File: src/rtl/apb_rr_arbiter.sv
// ---------------------------------------------------------------------------
// apb_rr_arbiter
//   Arbitrates NS APB requesters onto one shared APB target. A round-robin
//   pointer picks the winner in IDLE. The winner's address, write data and
//   direction are latched, and the block then runs its own SETUP and ACCESS
//   phases on the master side. The result goes back to the winner as a
//   one-cycle registered response. A watchdog aborts any ACCESS phase that
//   runs TIMEOUT cycles without PREADY. Setting TIMEOUT to 0 disables it.
//
// Requester handshake (valid/ready): a requester holds APBS_PSEL[i] with a
//   stable PADDR/PWDATA/PWRITE until it sees APBS_PREADY[i]=1. The request
//   is sampled only on the IDLE cycle in which it is granted. The requester
//   drops PSEL during the response cycle. The IDLE cycle that always follows
//   the response guarantees that a stale PSEL is never granted again.
//
// Ports
//   CLK, RESET             clock; synchronous active-high reset
//   APBS_PSEL/PENABLE      per-requester select / enable (enable unused)
//   APBS_PADDR/PWDATA      packed per-requester address / write data
//   APBS_PWRITE            per-requester direction
//   APBS_PRDATA            shared registered read data (held until next capture)
//   APBS_PREADY/PSLVERR    one-hot completion pulse / error for the winner
//   APBM_*                 master-side APB towards the shared target
//   GRANT                  one-hot current owner, 0 in IDLE
//   TIMEOUT_EVT            one-cycle pulse when the watchdog aborts a transfer
// ---------------------------------------------------------------------------
module apb_rr_arbiter #(
  parameter int NS      = 4,
  parameter int DW      = 32,
  parameter int AW      = 16,
  parameter int TIMEOUT = 255
) (
  input  logic             CLK,
  input  logic             RESET,
  input  logic [NS-1:0]    APBS_PSEL,
  input  logic [NS-1:0]    APBS_PENABLE,
  input  logic [NS*AW-1:0] APBS_PADDR,
  input  logic [NS*DW-1:0] APBS_PWDATA,
  input  logic [NS-1:0]    APBS_PWRITE,
  output logic [DW-1:0]    APBS_PRDATA,
  output logic [NS-1:0]    APBS_PREADY,
  output logic [NS-1:0]    APBS_PSLVERR,
  output logic             APBM_PSEL,
  output logic             APBM_PENABLE,
  output logic [AW-1:0]    APBM_PADDR,
  output logic [DW-1:0]    APBM_PWDATA,
  output logic             APBM_PWRITE,
  input  logic [DW-1:0]    APBM_PRDATA,
  input  logic             APBM_PREADY,
  input  logic             APBM_PSLVERR,
  output logic [NS-1:0]    GRANT,
  output logic             TIMEOUT_EVT
);

  localparam int PW = $clog2(NS);
  // A 1-bit counter is kept when the watchdog is disabled. The counter then
  // never counts.
  localparam int CW = (TIMEOUT > 0) ? $clog2(TIMEOUT + 1) : 1;

  localparam logic [1:0] S_IDLE   = 2'd0;
  localparam logic [1:0] S_SETUP  = 2'd1;
  localparam logic [1:0] S_ACCESS = 2'd2;
  localparam logic [1:0] S_RESP   = 2'd3;

  logic [1:0]    state;
  logic [PW-1:0] last;
  logic [CW-1:0] wd_cnt;

  logic          pick_valid;
  logic [PW-1:0] pick_idx;
  logic [PW-1:0] cand;
  logic [NS-1:0] pick_onehot;
  logic          wd_hit;

  // PENABLE only matters for the requester's own protocol.
  logic          unused_penable;
  assign unused_penable = ^APBS_PENABLE;

  // The scan starts at the requester after the last winner and wraps. The
  // last winner therefore has the lowest priority.
  always_comb begin
    pick_valid  = 1'b0;
    pick_idx    = '0;
    cand        = '0;
    for (int i = 1; i <= NS; i++) begin
      cand = PW'((int'(last) + i) % NS);
      if (!pick_valid && APBS_PSEL[cand]) begin
        pick_valid = 1'b1;
        pick_idx   = cand;
      end
    end
    pick_onehot = '0;
    pick_onehot[pick_idx] = 1'b1;
  end

  assign wd_hit = (TIMEOUT != 0) && (wd_cnt == CW'(TIMEOUT - 1));

  always_ff @(posedge CLK) begin
    if (RESET) begin
      state        <= S_IDLE;
      last         <= PW'(NS - 1);
      wd_cnt       <= '0;
      APBS_PRDATA  <= '0;
      APBS_PREADY  <= '0;
      APBS_PSLVERR <= '0;
      APBM_PSEL    <= 1'b0;
      APBM_PENABLE <= 1'b0;
      APBM_PADDR   <= '0;
      APBM_PWDATA  <= '0;
      APBM_PWRITE  <= 1'b0;
      GRANT        <= '0;
      TIMEOUT_EVT  <= 1'b0;
    end else begin
      TIMEOUT_EVT <= 1'b0;
      case (state)
        S_IDLE: begin
          if (pick_valid) begin
            APBM_PADDR   <= APBS_PADDR[pick_idx*AW +: AW];
            APBM_PWDATA  <= APBS_PWDATA[pick_idx*DW +: DW];
            APBM_PWRITE  <= APBS_PWRITE[pick_idx];
            APBM_PSEL    <= 1'b1;
            APBM_PENABLE <= 1'b0;
            GRANT        <= pick_onehot;
            last         <= pick_idx;
            state        <= S_SETUP;
          end
        end
        S_SETUP: begin
          APBM_PENABLE <= 1'b1;
          wd_cnt       <= '0;
          state        <= S_ACCESS;
        end
        S_ACCESS: begin
          // Target completion wins over a watchdog expiry in the same cycle.
          if (APBM_PREADY) begin
            APBS_PRDATA  <= APBM_PRDATA;
            APBS_PREADY  <= GRANT;
            APBS_PSLVERR <= APBM_PSLVERR ? GRANT : '0;
            APBM_PSEL    <= 1'b0;
            APBM_PENABLE <= 1'b0;
            state        <= S_RESP;
          end else if (wd_hit) begin
            APBS_PRDATA  <= '0;
            APBS_PREADY  <= GRANT;
            APBS_PSLVERR <= GRANT;
            TIMEOUT_EVT  <= 1'b1;
            APBM_PSEL    <= 1'b0;
            APBM_PENABLE <= 1'b0;
            state        <= S_RESP;
          end else if (TIMEOUT != 0) begin
            wd_cnt <= wd_cnt + 1'b1;
          end
        end
        S_RESP: begin
          APBS_PREADY  <= '0;
          APBS_PSLVERR <= '0;
          GRANT        <= '0;
          state        <= S_IDLE;
        end
        default: state <= S_IDLE;
      endcase
    end
  end

endmodule

File: config.mk
export PLATFORM = sky130hd
export DESIGN_NAME = apb_rr_arbiter
export DESIGN_NICKNAME = d
export VERILOG_FILES = /design/src/rtl/apb_rr_arbiter.sv
export SDC_FILE = /design/constraint.sdc
export NUM_CORES = 1
export LEC_CHECK = 0
export BUFFER_PORTS_ARGS = -buffer_cell sky130_fd_sc_hd__buf_2
export CAP_MARGIN = 20
export CORE_AREA = 2 2 130 132
export DETAILED_ROUTE_END_ITERATION = 7
export DIE_AREA = 0 0 132 134
export PLACE_DENSITY = 0.66
export SYNTH_ARGS = -nofsm -noshare
export SYNTH_HDL_FRONTEND = slang
export SYNTH_SLANG_ARGS = --single-unit
export TNS_END_PERCENT = 100
File: constraint.sdc
create_clock -name CLK -period 2.7 [get_ports CLK]
set_clock_uncertainty 0.2 [all_clocks]
set_input_delay 0.405 -clock CLK [delete_from_list [all_inputs] [get_ports CLK]]
set_output_delay 0.405 -clock CLK [all_outputs]
set_load 0.005 [all_outputs]
Yosys cells after proc, flatten, opt, wreduce, memory -nomap -nowiden:

Cells that the tools add are included.

* order comparisons: 6
* multipliers: 0
* mux-type cells: 44
* div/mod/pow operators: 0
* add/sub/neg operators: 5
* equal/unequal tests: 8
* bitwise gates (word level): 1
* reductions and logical operators: 23
* shift-type cells: 2

Operators with widths (number)
* 128-bit by 8-bit indexed part select with 32-bit output: 1
* 32-bit two-way mux: 2
* 64-bit by 7-bit indexed part select with 16-bit output: 1
* 4-bit case mux with 2 select lines: 3
* 4-bit two-way mux: 5
* 8-bit two-way mux: 2
* 8-bit case mux with 2 select lines: 1
* 2-bit by 3-bit less-than comparator with 1-bit output (second input constant): 5
* 1-bit two-way mux: 15
* 2-bit two-way mux: 7
* 1-bit binary-select mux with 2-bit select: 5
* 2-bit AND reduction: 5
* 2-bit nonzero test: 5
* 3-bit AND reduction: 3
* 8-bit by 1-bit adder with 8-bit output (second input constant): 1
* 8-bit equality test (second input constant): 1
* 2-bit case mux with 4 select lines: 1
* 2-bit inequality test (second input constant): 3
* 2-bit by 1-bit adder with 2-bit output (second input constant): 2
* 2-bit adder (second input constant): 2
* 2-bit equality test (second input constant): 2
* 1-bit logical AND: 4
* 1-bit logical NOT: 3
* 3-bit inequality test (second input constant): 1
* 9 further kinds: 9

* logic and storage cells: 102
* input bits: 240
* output and inout bits: 96
* register bits after elaboration: 108
* bits in writable memories: 0
* ROM bits: 0
* latch bits: 0
* memories: 0

Longest topological paths before layout:

Gate-level depths: netlist (run 1).

* word-level depth: 19
* gate-level depth with buffers: 8
* depth with buffers taken out: 7

Worst setup path before layout (run 1):

No wires, ideal clock.

* kind: input port to flip-flop
* start point: input APBS_PSEL[0]
* end point: register APBM_PADDR[0]
* setup time: 0.118 ns
* data arrival time: 1.687 ns
* data required time: 2.382 ns
* slack: 0.695 ns
* stages: 8
* path through: buf_6 and3b_1 a311o_1 buf_6 buf_8 a221o_1 nand2_1 o21ai_1

* cells in the longest elaborated chain, start to end: 13

Ends and longest elaborated chain
* start, declared: RTL line 35 `input logic [NS-1:0] APBS_PSEL,`
* 1-bit binary-select mux with 2-bit select: RTL line 87 `if (!pick_valid && APBS_PSEL[cand]) begin`
* 1-bit two-way mux (not written as such): RTL line 87
* 1-bit two-way mux: RTL line 87
* 1-bit logical NOT: RTL line 87
* 1-bit logical AND: RTL line 87
* 1-bit two-way mux: RTL line 87
* 1-bit logical NOT: RTL line 87
* 1-bit logical AND: RTL line 87
* 1-bit two-way mux: RTL line 87
* 1-bit logical NOT: RTL line 87
* 1-bit logical AND: RTL line 87
* 2-bit two-way mux or 1-bit two-way mux (tied branches): RTL line 87
* 64-bit by 7-bit indexed part select with 16-bit output or 2-bit AND reduction (tied branches)
* end signal, assigned: RTL line 118 `APBM_PADDR <= APBS_PADDR[pick_idx*AW +: AW];`
* end, declared: RTL line 45 `output logic [AW-1:0] APBM_PADDR,`

Several ways; a longest one is shown, not always the timed one. The select of a mux whose other input is x is not followed.
A chain may end at the register's enable or synchronous reset.

Worst setup path after layout (run 1):

* start point: register last[1]
* end point: register APBM_PWDATA[14]

* cells in the longest elaborated chain, start to end: 14

Ends and longest elaborated chain
* start, declared: RTL line 66 `logic [PW-1:0] last;`
* start signal, assigned: RTL line 101 `last <= PW'(NS - 1);`
* start signal, assigned: RTL line 124 `last <= pick_idx;`
* 2-bit by 1-bit adder with 2-bit output: RTL line 86 `cand = PW'((int'(last) + i) % NS);`
* 1-bit binary-select mux with 2-bit select: RTL line 87
* 1-bit two-way mux (not written as such): RTL line 87
* 1-bit two-way mux: RTL line 87
* 1-bit logical NOT: RTL line 87
* 1-bit logical AND: RTL line 87
* 1-bit two-way mux: RTL line 87
* 1-bit logical NOT: RTL line 87
* 1-bit logical AND: RTL line 87
* 1-bit two-way mux: RTL line 87
* 1-bit logical NOT: RTL line 87
* 1-bit logical AND: RTL line 87
* 2-bit two-way mux or 1-bit two-way mux (tied branches): RTL line 87
* 128-bit by 8-bit indexed part select with 32-bit output or 2-bit AND reduction (tied branches)
* end signal, assigned: RTL line 119 `APBM_PWDATA <= APBS_PWDATA[pick_idx*DW +: DW];`
* end, declared: RTL line 46 `output logic [DW-1:0] APBM_PWDATA,`

Several ways; a longest one is shown, not always the timed one. The select of a mux whose other input is x is not followed.

==> metrics list, run 1 <==
* R2R cell count: 7
* Final Wtd Congestion: 0.830
- The detailed router finished its first iteration with 262 violations.
- Vias in the first global route: 5459
- Fin. Hold Viols: 0
* Critical path's largest stage delay: 0.58 ns
- In the routed design, unresolved DRC markers number 0.
* Skew-Pair Late Insertion Delay: 0.35 ns
- RSZ-0062 raised after global routing: no
- Max rail drop VDD: 0.000597 V
- In this run the tightest slew margin relative to its limit is 55.9%.
- Setup slack of the most critical reg-to-reg path: 0.34 ns
* Via count of the routed design: 5865
- The tool flagged a number of max-cap violations equal to 0.
* Outcome: finished, final reports clean
- Count of buffers added by post-CTS timing repair for setup: 0
* Reg-to-reg startpoint: last[1]
- Of the synthesized area, sequential elements account for 38.9%.
- The slowest stage of the critical path belongs to the cell dfxtp_1.
* Routed met1 length: 7670 um
- Cell type with the highest aggregate area in the netlist: dfxtp_1
- Number of antenna violations at the first check in global routing: 1
* Area Growth Syn to Fin: 39.2%
- Input and output buffers added on the ports amount to 331.
- Clock Sink Count: 108
- The floorplan step defined a die boundary enclosing 0.0177 sq mm.
- The most critical setup path has its endpoint at APBM_PWDATA[14].
- Uppermost signal routing layer after detailed routing: met4
* Half-perimeter wire length after detailed placement: 13300 um
- At the worst endpoint, the arrival time is 2.40 ns.
- In this run the power density over the cells is 918 mW/mm^2.
- Averaged over all synthesized cells, the footprint is 8.55 sq um.
- Die Span X: 132 um
- Final #Nets: 1207
* Post-synth EDFFs: 0
- Reg-to-Reg End: APBM_PWDATA[14]
- Maximum net fanout on the critical path: 41
- GRT Overall Usage: 19.6%
- Count of pins over their slew limit: 0
- Core Box Area: 0.0163 sq mm
* Count of antenna-violating nets left after detailed routing: 0
- In this run the worst setup path begins at last[1].
- First-pass detailed-route iteration total: 4
- Combined area of all synthesized cells: 0.00556 sq mm
- Vias per cell: 4.95
* Setup total negative slack: 0 ns
- Maximum count of clock buffers along a single path: 2
- Drt total wl: 18000 um
- For the finished layout, the period the worst path requires is 2.36 ns.
- Number of antenna diodes: 0
* Crit path required time: 2.74 ns
- The number of nets handed over by synthesis was 896.
* Share of the synthesized area in the top cell type: 38.9%
- The clock tree synthesis step divided the H-tree into 3 levels.
* CTS buffer count: 9
* Simple-gate portion of the synthesized area: 17.2%
- Synthesis inferred 108 register bits.
- The cell sitting at the root of the clock tree is a clkbuf_16.
- Of the cells placed in the final design, the portion with a size suffix greater than 1 is 38.7%.
- Upper clock frequency limit: 425 MHz
- The number of buffers and inverters on the critical path is 2.
* Transition at the pin with the smallest max-transition slack: 0.660 ns
- Yosys warnings: 0
- Effective utilization at floorplan: 34.1%
- Clock-pin slew was measured on the worst setup and hold paths at 0.08 ns.
- The critical path crosses 7 cells after its start point.
- Startpoint types: flip-flop
- In this run the vertical extent of the chip is 134 um.
- Compound-cell area share of the yosys netlist: 27.1%
- For this run, the leading register cell type out of synthesis is dfxtp_1.
- Setup violations remaining at the end of the flow were counted as 0.
- Gates resized during post-CTS repair numbered 0.
* CP Class: reg -> reg
- On the critical path the largest part of the delay comes from compound AO/OA/AOI/OAI gates.
* Ratio of final minimum period to clock period: 87.2%
- Count of cell types in the netlist: 49
* Cell leakage power: 3.83 nW
* Area share of fa/ha/maj cells after synthesis: 1.35%
- Maximum number of pins on one net before global-route repair: 62
- Of the total synthesized cell area, the portion taken by XOR and XNOR cells is 0.788%.
- Num ports: 336
* Wire length of the first global-routing pass: 28000 um
- In the synthesized netlist, mux cells make up 8.82% of the area.
- Hold crit path type: in -> reg
- Grt total ovfl: 0
* Post-synthesis cell count: 650
- After detailed routing, the met3 layer carries 1390 um of wire.
- Traced cell by cell, the critical path runs through a21bo_2 > a21oi_1 > a311oi_4 > buf_12 > buf_4 > mux2i_1 > o21ai_1.
* Top post-synthesis cells by area: dfxtp_1, mux2i_1, a221o_1
- TritonCTS built the clock tree.
- The completed layout was analyzed and its total power is 7.10 mW.
- By area, the combinational part of the netlist is dominated by compound AO/OA/AOI/OAI gates.
* Worst Hold Margin: 0.0542 ns
- The number of hold buffers added after CTS was 0.
* Met2 wire len: 8680 um
* Standard-cell rows: 47
* Nature of the critical path endpoint: flip-flop
- After detailed routing, the average wire length per cell comes to 15.2 um.
- Post-synth ARST share: 0%
-- metal layers --
metal | GRT usage (%) | vias up
li1 | - | 2988
met1 | 23.3 | 2631
met2 | 34.8 | 227
met3 | 5.03 | 19
met4 | 6.16 | 0
met5 | 0 | -
-- through the flow --
step | setup WS, ns | area [sq um] | util (%) | std cells
2_1_floorplan | 0.695 | 5560 | - | 650
3_3_place_gp | 0.288 | 7400 | 45.4 | 1169
3_5_place_dp | 0.253 | 7400 | 45.4 | 1169
4_1_cts | 0.321 | 7710 | 47.3 | 1185
5_1_grt | 0.219 | 7740 | 47.5 | 1186
6_report | 0.345 | 7740 | 47.5 | 1186
-- flip-flops by register name (all words and copies together), names as in the netlist --
signal	cells
wd_cnt	8
APBM_PSEL	1
APBS_PSLVERR	4
APBS_PREADY	4
last	2
state	2
APBS_PRDATA	32
TIMEOUT_EVT	1
APBM_PWRITE	1
APBM_PWDATA	32
APBM_PADDR	16
GRANT	4
APBM_PENABLE	1
-- power by group --
part / switching (mW) / total, mW / internal [mW] / leakage, nW
sequential: 0.247 / 2.26 / 2.01 / 0.887
combinational: 1.92 / 3.46 / 1.54 / 2.80
clock: 0.641 / 1.38 / 0.735 / 0.149
-- kinds of logic (layout without fill, tap and decap cells) --
family                     after synthesis  count (layout)
DFF                                    108             108
muxes                                   49              49
AOI/OAI and AO/OA                      193             193
adders and majority gates                6               6
xor gates and xnor gates                 5               5
and+or+nand+nor                        235             235
buffers and inverters                   54             370
-- Yosys cell counts, types with 2 or more instances --
| cell | number |
|---|---|
| nor2_1 | 110 |
| dfxtp_1 | 108 |
| nand2_1 | 93 |
| mux2i_1 | 49 |
| a221o_1 | 44 |
| o21ai_1 | 44 |
| a22o_1 | 36 |
| clkbuf_1 | 23 |
| a21oi_1 | 14 |
| buf_2 | 13 |
| nand2b_1 | 9 |
| o21ai_0 | 9 |
| o21bai_1 | 9 |
| a22oi_1 | 8 |
| nand3_1 | 8 |
| buf_6 | 7 |
| a221oi_1 | 6 |
| ha_1 | 6 |
| inv_1 | 6 |
| o22ai_1 | 6 |
| buf_8 | 4 |
| nor2b_1 | 3 |
| xnor2_1 | 3 |
| a211o_1 | 2 |
| a21boi_0 | 2 |
| and3_1 | 2 |
| nand4_1 | 2 |
| nor3_1 | 2 |
| xor2_1 | 2 |
-- final cells by class --
| class | count | area [sq um] |
|---|---|---|
| well taps | 220 | 275 |
| clock inverters | 7 | 82.6 |
| fillers | 1584 | 8550 |
| clock buffers | 9 | 225 |
| multi-input cells | 488 | 3120 |
| flip-flops and latches | 108 | 2160 |
| inverters | 6 | 22.5 |
| repair buffers | 348 | 1850 |
-- worst min path at each step --
| stage | startpoint | end | slack, ns | cells past startpoint |
|---|---|---|---|---|
| finish | APBM_PRDATA[29] | APBS_PRDATA[29] | 0.05 | 2 |
| global route | APBM_PRDATA[29] | APBS_PRDATA[29] | 0.05 | 2 |
| CTS | APBM_PRDATA[30] | APBS_PRDATA[30] | 0.04 | 2 |
| detailed placement | APBS_PSLVERR[2] | APBS_PSLVERR[2] | 0.26 | 1 |
| global placement | APBS_PSLVERR[2] | APBS_PSLVERR[2] | 0.25 | 1 |
| floorplan | APBS_PSLVERR[0] | APBS_PSLVERR[0] | 0.27 | 1 |
-- cells in the final DEF (no fill, tap or decap), types with 2 or more instances in the layout --
cell type / instances
o22ai_1: 6
a21oi_1: 13
mux2i_1: 49
nand3_1: 8
nand4_1: 2
a21boi_0: 2
o21ai_1: 44
a221oi_1: 6
buf_4: 12
o21ai_0: 9
dfxtp_1: 108
and3_1: 2
nor2b_1: 3
buf_12: 4
xor2_1: 2
xnor2_1: 3
nand2b_1: 9
a211o_1: 2
o21bai_1: 9
nor2_1: 110
inv_8: 2
clkinv_4: 2
a22o_1: 36
ha_1: 6
a22oi_1: 8
a221o_1: 44
inv_1: 6
clkbuf_16: 9
nand2_1: 93
buf_2: 331
-- worst register-to-register path, cell delays in order, from the launching register on --
cell and delay (ns):
dfxtp_1 0.58, a21bo_2 0.20, a21oi_1 0.09, a311oi_4 0.31, buf_12 0.32, buf_4 0.23
mux2i_1 0.22, o21ai_1 0.09
Power figures use the tool's default switching activity.
==> run 2, diff against run 1 <==
- CELL_PAD_IN_SITES_DETAIL_PLACEMENT: unset -> 1
- CELL_PAD_IN_SITES_GLOBAL_PLACEMENT: unset -> 2
- CORE_AREA: 2 2 130 132 -> unset
- CORE_ASPECT_RATIO: unset -> 0.8
- CORE_MARGIN: unset -> 1.5
- CORE_UTILIZATION: unset -> 23
- CTS_CLUSTER_DIAMETER: unset -> 100
- DIE_AREA: 0 0 132 134 -> unset
- PLACE_DENSITY: 0.66 -> 0.8
- TNS_END_PERCENT: 100 -> 30
==> run 2 against run 1 <==
  * Global-route usage fell by 2.1 points
  * Sequential share of layout area shrank 0.48 points
  * Wire length up 24%
  * Final cell count is 7.8% higher
  * Final area up 1.7%
==> metrics list, run 2 (same netlist as run 1, synthesis figures left out) <==
- The half-perimeter wire length after placement came to 17000 um (+27%).
* Largest registers ranked by flip-flop count: APBM_PWDATA x32, APBS_PRDATA x32, APBM_PADDR x16
- The cell internal power dissipation was 4.39 mW (+2.3%).
- RSZ-0062 raised after global routing: no
- The combinational power share is 49.2% (+0.4 points).
- The y dimension of the die was 142 um (+6.0%).
* Clock Tree Root: clkbuf_16
* Upper clock frequency limit: 413 MHz (-2.8%)
- CTS-repair resized insts: 0 (unchanged)
- R2R cell count: 6 (-1)
* Skew-Pair Late Insertion Delay: 0.35 ns (about the same)
- Wire length of the first global-routing pass: 34300 um (+23%)
- Hold-fix buffer count after cts: 0 (unchanged)
- Power per Cell Area: 939 mW/mm^2 (+2.4%)
- Via count of the routed design: 6044 (+3.1%)
* Vias in the first global route: 5990 (+9.7%)
* GRT Overall Usage: 17.6% (-2.1 points)
- The number of levels in the clock H-tree is 3 (unchanged).
* Cell leakage power: 3.84 nW (+0.13%)
* Effective utilization at floorplan: 23.6% (-11 points)
- Final Wtd Congestion: 0.755 (-9.1%)
- Non-Filler Instances: 1278 (+7.8%)
- The number of remaining DRC errors came to 0 (unchanged).
- The number of antenna violations at the first check in global routing was 1 (unchanged).
- The number of placed cells counting well taps is 1262 (+8.0%).
* Ratio of final minimum period to clock period: 89.7% (+2.5 points)
* Leading cell type in the layout, fill and taps excluded: buf_2
* Maximum net fanout on the critical path: 42 (+2.4%)
* Leading cell types in the layout, fill and taps excluded: buf_2, nor2_1, dfxtp_1
- CTS tree: yes
- Die Span X: 177 um (+34%)
- Setup total negative slack: 0 ns (unchanged)
- Clock power frac: 20.0% (+0.6 points)
- The sequential cell fraction of total power is 30.8% (-1.1 points).
- Reg-to-reg startpoint: last[1]
- The post-CTS setup buffer count came to 0 (unchanged).
- CP Class: reg -> reg
- Worst hold path endpoint: APBS_PRDATA[11]
* Number of fill cells: 2901 (+83%)
- The number of port buffers is 331 (unchanged).
- CTS buffer count: 9 (unchanged)
- The register-to-register setup slack is 0.28 ns (-0.07 ns).
* Switching part of the total power: 40.6% (+1.0 points)
* Switch Pwr: 3.00 mW (+6.9%)
- The data required time of the worst path came to 2.74 ns (about the same).
- Area Growth Syn to Fin: 41.6%
* Worst hold path cell count: 2 (unchanged)
- Reg-to-Reg End: APBM_PWDATA[14]
- Arrival time worst endpoint: 2.47 ns (+0.07 ns)
- Count of pins over their slew limit: 0 (unchanged)
- Per-cell routed wire length: 17.4 um (+15%)
* Clock Sink Count: 108 (unchanged)
* Detailed router's first-iteration violation count: 231 (-12%)
- Final critical-path required period: 2.42 ns (+0.0666 ns)
* Final #Nets: 1207 (unchanged)
- The largest buffer count on any clock path was 2 (unchanged).
* Count of antenna-violating nets left after detailed routing: 0 (unchanged)
* Startpoint types: flip-flop
- The relative slew slack is 58.0% (+2.2 points).
- The number of iterations in the first detailed-routing pass was 5 (+1).
- The slew of the pin with the lowest slew margin came to 0.628 ns (-0.0320 ns).
- The number of max-capacitance violations reported came to 0 (unchanged).
- The total congestion overflow after global routing was 0 (unchanged).
* Finished Core Util: 33.4% (-14 points)
* Standard-cell rows: 50 (+6.4%)
* Count of endpoints failing setup in the final report: 0 (unchanged)
* Minimum setup slack after placement: 0.291 ns (+0.0386 ns)
- Outcome: finished, final reports clean
* Vias per cell: 4.73 (-4.4%)
* Min-Delay Startpoint: APBM_PRDATA[11]
* Clock input transition at the sequential cells of the worst setup and hold paths: 0.08 ns (about the same)
- Hold crit path type: in -> reg
- Maximum number of pins on one net before global-route repair: 48 (-23%)
- Num ports: 336 (unchanged)
- Overall die area: 0.0251 sq mm (+42%)
- Core Box Area: 0.0236 sq mm (+45%)
* Drt total wl: 22300 um (+24%)
* Nature of the critical path endpoint: flip-flop
- Share of post-route cells with drive strength above 1: 38.7% (-0.064 points)
- The final count of hold timing violations is 0 (unchanged).
* Slack of the critical path: 0.278 ns (-0.0666 ns)
- The peak ir drop on the vdd network was 0.000523 V (-12%).
-- run 2: stage by stage --
step	power [mW]	hold WS (ns)	cell area, sq um
floorplan	4.61	0.266	5560
CTS	7.54	0.0326	7870
global route	8.00	0.0391	7870
global placement	5.93	0.255	7550
finish	7.39	0.0496	7870
detailed placement	6.00	0.256	7550
-- run 2: power by group through the flow --
stage               Sequential, mW  Clock [mW]  Combinational (mW)
CTS                           2.28        1.56                3.70
floorplan                     2.29           0                2.32
global route                  2.33        1.62                4.04
detailed placement            2.32           0                3.68
global placement              2.29           0                3.64
finish                        2.27        1.48                3.64
-- run 2: worst max path at each step --
stage	cells past startpoint	to	start	slack, ns
after floorplan	8	APBM_PADDR[0]	APBS_PSEL[0]	0.69
after global placement	6	APBM_PADDR[14]	last[1]	0.33
after detailed placement	6	APBM_PADDR[14]	last[1]	0.29
after CTS	6	APBM_PADDR[14]	last[1]	0.28
after global routing	6	APBM_PWDATA[15]	last[1]	0.13
final	6	APBM_PWDATA[14]	last[1]	0.28
-- run 2: worst max-delay path, cell delays in order (launching register included) --
cell and delay [ns]:
dfxtp_1 0.70, a21bo_2 0.22, a21oi_1 0.09, a311oi_4 0.33, buf_12 0.32, mux2i_1 0.31
o21ai_1 0.10
-- run 2: area by class of cell --
type                       count  area [sq um]  area share [%]
clock inverter                 6          93.8            1.19
multi-input combinational    488          3120            39.6
antenna                        1          2.50          0.0318
tap                          312           390            4.96
inverter                       6          22.5           0.286
clock buffer                   9           225            2.86
timing repair buffer         348          1860            23.6
sequential                   108          2160            27.5
-- run 2: metal layers --
layer  global-route usage (%)  up-vias  share of wire, %
li1                         -     2981                 -
met1                     22.7     2876                45
met2                     29.8      170                49
met3                     3.69       17               5.5
met4                     4.28        0               1.1
met5                        0        -                 0
